===== src/rtl/ofm_pkg.sv =====
// Shared defaults and FSM encoding for the OFM burst reader.
package ofm_pkg;

  localparam int unsigned OFM_ADDR_W = 8;
  localparam int unsigned OFM_DATA_W = 8;
  localparam int unsigned OFM_LEN_W  = 9;

  typedef enum logic [1:0] {
    StIdle,
    StRead,
    StDrain,
    StDone
  } ofm_state_e;

endpackage


===== src/rtl/ofm_rd_fifo.sv =====
// Two-entry FIFO capturing OFM read data; a push and pop on an empty FIFO flow
// straight through without storing.
module ofm_rd_fifo #(
  parameter int unsigned DATA_W = 8
) (
  input  logic              clk,
  input  logic              rst,
  input  logic              push,
  input  logic [DATA_W-1:0] wdata,
  input  logic              pop,
  output logic [DATA_W-1:0] rdata,
  output logic              full,
  output logic              empty,
  output logic [1:0]        count
);

  logic [DATA_W-1:0] mem_q [2];
  logic              wr_ptr_q;
  logic              rd_ptr_q;
  logic [1:0]        count_q;
  logic [1:0]        count_d;
  logic              wr_en;
  logic              rd_adv;

  always_comb begin
    empty   = (count_q == 2'd0);
    full    = (count_q == 2'd2);
    count   = count_q;
    rdata   = mem_q[rd_ptr_q];
    // Empty-FIFO push+pop hands the word to the reader directly
    wr_en   = push && !(empty && pop) && (!full || pop);
    rd_adv  = pop && !empty;
    count_d = count_q + {1'b0, wr_en} - {1'b0, rd_adv};
  end

  always_ff @(posedge clk) begin
    if (rst) begin
      mem_q[0] <= '0;
      mem_q[1] <= '0;
      wr_ptr_q <= 1'b0;
      rd_ptr_q <= 1'b0;
      count_q  <= 2'd0;
    end else begin
      if (wr_en) begin
        mem_q[wr_ptr_q] <= wdata;
      end
      wr_ptr_q <= wr_ptr_q ^ wr_en;
      rd_ptr_q <= rd_ptr_q ^ rd_adv;
      count_q  <= count_d;
    end
  end

endmodule


===== src/rtl/ofm_reader.sv =====
// Burst reader: issues sequential OFM reads with at most two outstanding and
// streams the returned elements over a valid/ready interface.
module ofm_reader
  import ofm_pkg::*;
#(
  parameter int unsigned ADDR_W = OFM_ADDR_W,
  parameter int unsigned DATA_W = OFM_DATA_W,
  parameter int unsigned LEN_W  = OFM_LEN_W
) (
  input  logic              clk,
  input  logic              rst,
  input  logic              start,
  input  logic [ADDR_W-1:0] base_addr,
  input  logic [LEN_W-1:0]  len,
  output logic              rd_en,
  output logic [ADDR_W-1:0] rd_addr,
  input  logic [DATA_W-1:0] rd_data,
  output logic [DATA_W-1:0] out_data,
  output logic              out_valid,
  input  logic              out_ready,
  output logic              busy,
  output logic              done
);

  ofm_state_e        state_q, state_d;
  logic [ADDR_W-1:0] addr_q, addr_d;
  logic [LEN_W-1:0]  remain_q, remain_d;
  logic              inflight_q;
  logic              fifo_full;
  logic              fifo_empty;
  logic [1:0]        fifo_count;
  logic [DATA_W-1:0] fifo_head;
  logic [1:0]        outstanding;
  logic              xfer;

  ofm_rd_fifo #(
    .DATA_W(DATA_W)
  ) u_fifo (
    .clk  (clk),
    .rst  (rst),
    .push (inflight_q),
    .wdata(rd_data),
    .pop  (xfer),
    .rdata(fifo_head),
    .full (fifo_full),
    .empty(fifo_empty),
    .count(fifo_count)
  );

  always_comb begin
    outstanding = fifo_count + {1'b0, inflight_q};
    out_valid   = !fifo_empty || inflight_q;
    out_data    = '0;
    if (!fifo_empty) begin
      out_data = fifo_head;
    end else if (inflight_q) begin
      out_data = rd_data;
    end
    xfer    = out_valid && out_ready;
    rd_en   = (state_q == StRead) && !fifo_full && (outstanding < 2'd2);
    rd_addr = addr_q;
    busy    = (state_q != StIdle);
    done    = (state_q == StDone);
  end

  always_comb begin
    state_d  = state_q;
    addr_d   = addr_q;
    remain_d = remain_q;
    unique case (state_q)
      StIdle: begin
        if (start) begin
          addr_d   = base_addr;
          remain_d = len;
          state_d  = (len == '0) ? StDone : StRead;
        end
      end
      StRead: begin
        if (rd_en) begin
          addr_d   = addr_q + 1'b1;
          remain_d = remain_q - 1'b1;
          if (remain_q == LEN_W'(1)) begin
            state_d = StDrain;
          end
        end
      end
      StDrain: begin
        // Only reads already issued remain, so the last one out ends the burst
        if (xfer && (outstanding == 2'd1)) begin
          state_d = StDone;
        end
      end
      StDone:  state_d = StIdle;
      default: state_d = StIdle;
    endcase
  end

  always_ff @(posedge clk) begin
    if (rst) begin
      state_q    <= StIdle;
      addr_q     <= '0;
      remain_q   <= '0;
      inflight_q <= 1'b0;
    end else begin
      state_q    <= state_d;
      addr_q     <= addr_d;
      remain_q   <= remain_d;
      inflight_q <= rd_en;
    end
  end

endmodule


===== config.mk =====
export PLATFORM = sky130hd
export DESIGN_NAME = ofm_reader
export DESIGN_NICKNAME = d
export VERILOG_FILES = /design/src/rtl/ofm_pkg.sv /design/src/rtl/ofm_rd_fifo.sv /design/src/rtl/ofm_reader.sv
export SDC_FILE = /design/constraint.sdc
export NUM_CORES = 1
export LEC_CHECK = 0
export CORE_UTILIZATION = 32
export CTS_CLUSTER_SIZE = 25
export DETAILED_ROUTE_END_ITERATION = 7
export GPL_TIMING_DRIVEN = 0
export HOLD_SLACK_MARGIN = 0.02
export SLEW_MARGIN = 0
export SYNTH_ARGS = -nofsm -noshare
export SYNTH_HDL_FRONTEND = slang
export SYNTH_SLANG_ARGS = --single-unit

===== constraint.sdc =====
create_clock -name clk -period 3.3 [get_ports clk]
set_clock_uncertainty 0.15 [all_clocks]
set_input_delay 0.99 -clock clk [delete_from_list [all_inputs] [get_ports clk]]
set_output_delay 0.99 -clock clk [all_outputs]
set_load 0.02 [all_outputs]

==> out/metrics.cfg <==
[routing]
antenna_violating_nets_post_route = 0
routed_wl_um = 5720
drt_iter0_drc = 70
drt-wirelength-per-cell_um = 14.1
detail_route.drc_violations = 0
detail_route.vias_per_cell = 5.06
dr_total_vias = 2051
detail_route.first_pass.iterations = 4

[critical_path]
cp_capture_type = primary output
worst-setup-path-type = in2out
path_max_fanout = 3
worstPathArrival_ns = 2.04
cp.required_ns = 2.16
worstSetupStartpointType = primary input

[place]
gp_congestion = 0.833
half_perimeter_wire_length_after_placement_um = 4150
numPortBuffers = 48

[global_routing]
grt_first_pass_wirelength_um = 9820
antenna_found_initial = 0
gr-usage-all-layers_pct = 16.8
grt_max_degree = 14
grt_overflow_total = 0
vias_in_the_first_global_route = 1988

[die]
fp.dieArea_um2 = 7450
horiz_die_dim_um = 86.3
floorplan.die.height_um = 86.3
placementRows = 30
placeableCoreArea_um2 = 6830
ios = 49
starting_density_of_the_core_pct = 33.3

[run]
max_cap_viol_count = 0

[clock_tree]
cts-buffers-inserted = 5
cts.root.buffer_cell = clkbuf_8
clk_pin_slew_worst_paths_ns = 0.09
cts.repair_timing.setup_buffer_count = 0
clk_latency_ns = 0.29
cts-htree-levels = 2
tritoncts = built
clock_sink_count = 40
cts.path.max_buffers = 2

[finish]
most_common_library_cell_in_the_layout_ignoring_fill_and_taps = clkdlybuf4s50_1
post_route_cells_drive_above_1_share_pct = 6.47
areaGrowthSynthToFinish_pct = 30.4
num-nets-final = 346
multi_input_comb_area_um2 = 1230
n_antenna_cell = 0
layout_common_cells = clkdlybuf4s50_1, o21ai_0, dfxtp_1, a21oi_1, nor2_1
filler_instances = 715
area.sequential_um2 = 961

[yosys]
synthesis.area_um2 = 2280
ys_dominant_reg_cell = dfxtp_1
postSynthCellCount = 253
synth.avg_cell_area_um2 = 9.00
synth_async_sr_flop_share_pct = 0
synth-edff-count = 16
total_number_of_yosys_warnings = 0
synth_cell_type_count = 48
mappedNetlistNets = 291
ys_seq_elements = 40
synth-seq-area-share_pct = 42.2

[sta]
setup-violations-final = 0
report.final.slew_viol_count = 0
relSlewSlack_pct = 46.3
setup-tns-final_ns = 0
maxClockFrequency_ghz = 0.315
fin_crit_period_ns = 3.18
final-hold-violation-count = 0
rsz0062_at_grt = false
post-route-period-util_pct = 96.3
tightest_slew_ns = 0.803
fin_hold_ws_ns = 0.343

[power]
ir_drop_uv = 272
power-per-cell-area_nw_per_um2 = 813
post-layout-total-power_mw = 2.41
p_leak_nw = 1.10

[hold_path]
hold_path.class = reg2reg

[outcome]
status = finished, final reports clean

metal layers:
layer,share of wire [%],up-vias,global-route usage [%]
met5,0,-,0
met4,0.75,0,4.09
met3,5.4,5,3.33
met2,48,66,28.9
met1,46,943,21.7
li1,-,1037,-
kinds of logic after synthesis:
group,Yosys count,share of synthesized area [%]
flip-flops,40,42.2
adder cells (fa/ha/maj),9,4.95
AO/OA/AOI/OAI,76,21.2
XOR/XNOR,5,1.92
buffers and inverters,24,4.01
AND/OR/NAND/NOR,88,20.8
multiplexers,11,4.95
path summary, 6_finish.rpt:
path	from	endpoint	slack [ns]	cells after the start
max	rd_data[2]	out_data[2]	0.12	4
min	remain_q[1]	remain_q[1]	0.34	2
max reg2reg	inflight_q	u_fifo.mem_q[1][5]	0.96	4
min reg2reg	remain_q[1]	remain_q[1]	0.34	2
worst max-delay path, stage by stage:
cell,delay [ns]
clkdlybuf4s50_1,0.53
nand3_1,0.08
o21ai_0,0.09
dlygate4sd2_1,0.35
synthesized netlist by cell type, drive strengths merged, types with 4 or more instances:
master  number  area (µm²)
nor2        19        71.3
edfxtp      16         480
a21oi       19        95.1
dfxtp       24         480
and2        17         106
inv          9        33.8
a211oi       7        52.6
nor2b        6        37.5
nand3        9        45.0
ha           9         113
clkbuf      11        41.3
mux2i        9        90.1
o21ai       25         125
a21o         4        30.0
nor3         5        25.0
nand2       13        48.8
report_power, final:
group / internal [mW] / switching, mW / leakage [nW]
Sequential: 0.645 / 0.120 / 0.363
Clock: 0.146 / 0.177 / 0.0378
Combinational: 0.550 / 0.775 / 0.698
Total: 1.34 / 1.07 / 1.10
registers in the layout, indices dropped and copies added, names as in the netlist:
| signal | count |
|---|---|
| inflight_q | 1 |
| remain_q | 9 |
| state_q | 2 |
| u_fifo.wr_ptr_q | 1 |
| u_fifo.mem_q | 16 |
| rd_addr | 8 |
| u_fifo.rd_ptr_q | 1 |
| u_fifo.count | 2 |
cell type report:
class	count	share of cell area [%]
Multi-Input combinational cell	189	41.6
Tap cell	96	4.05
Clock buffer	5	2.32
Inverter	10	1.31
Timing Repair Buffer	48	15.8
Sequential cell	40	32.4
Clock inverter	3	0.632
Buffer	14	1.94
repair_timing:
action / in CTS / in global routing
hold buffers: 0 / 0
setup endpoints to repair: 9 / 8
gates resized for setup: 14 / 1
metrics by stage:
step                      worst slack (ns)  area (µm²)  std cells  util [%]
after detailed placement            -0.191        2880        397      42.1
after global routing                0.0294        2970        405      43.4
after floorplan                      0.806        2280        253         -
after CTS                            0.121        2960        405      43.4
final                                0.123        2970        405      43.4
after global placement              -0.206        2880        397      42.1
Power figures use the tool's default switching activity.
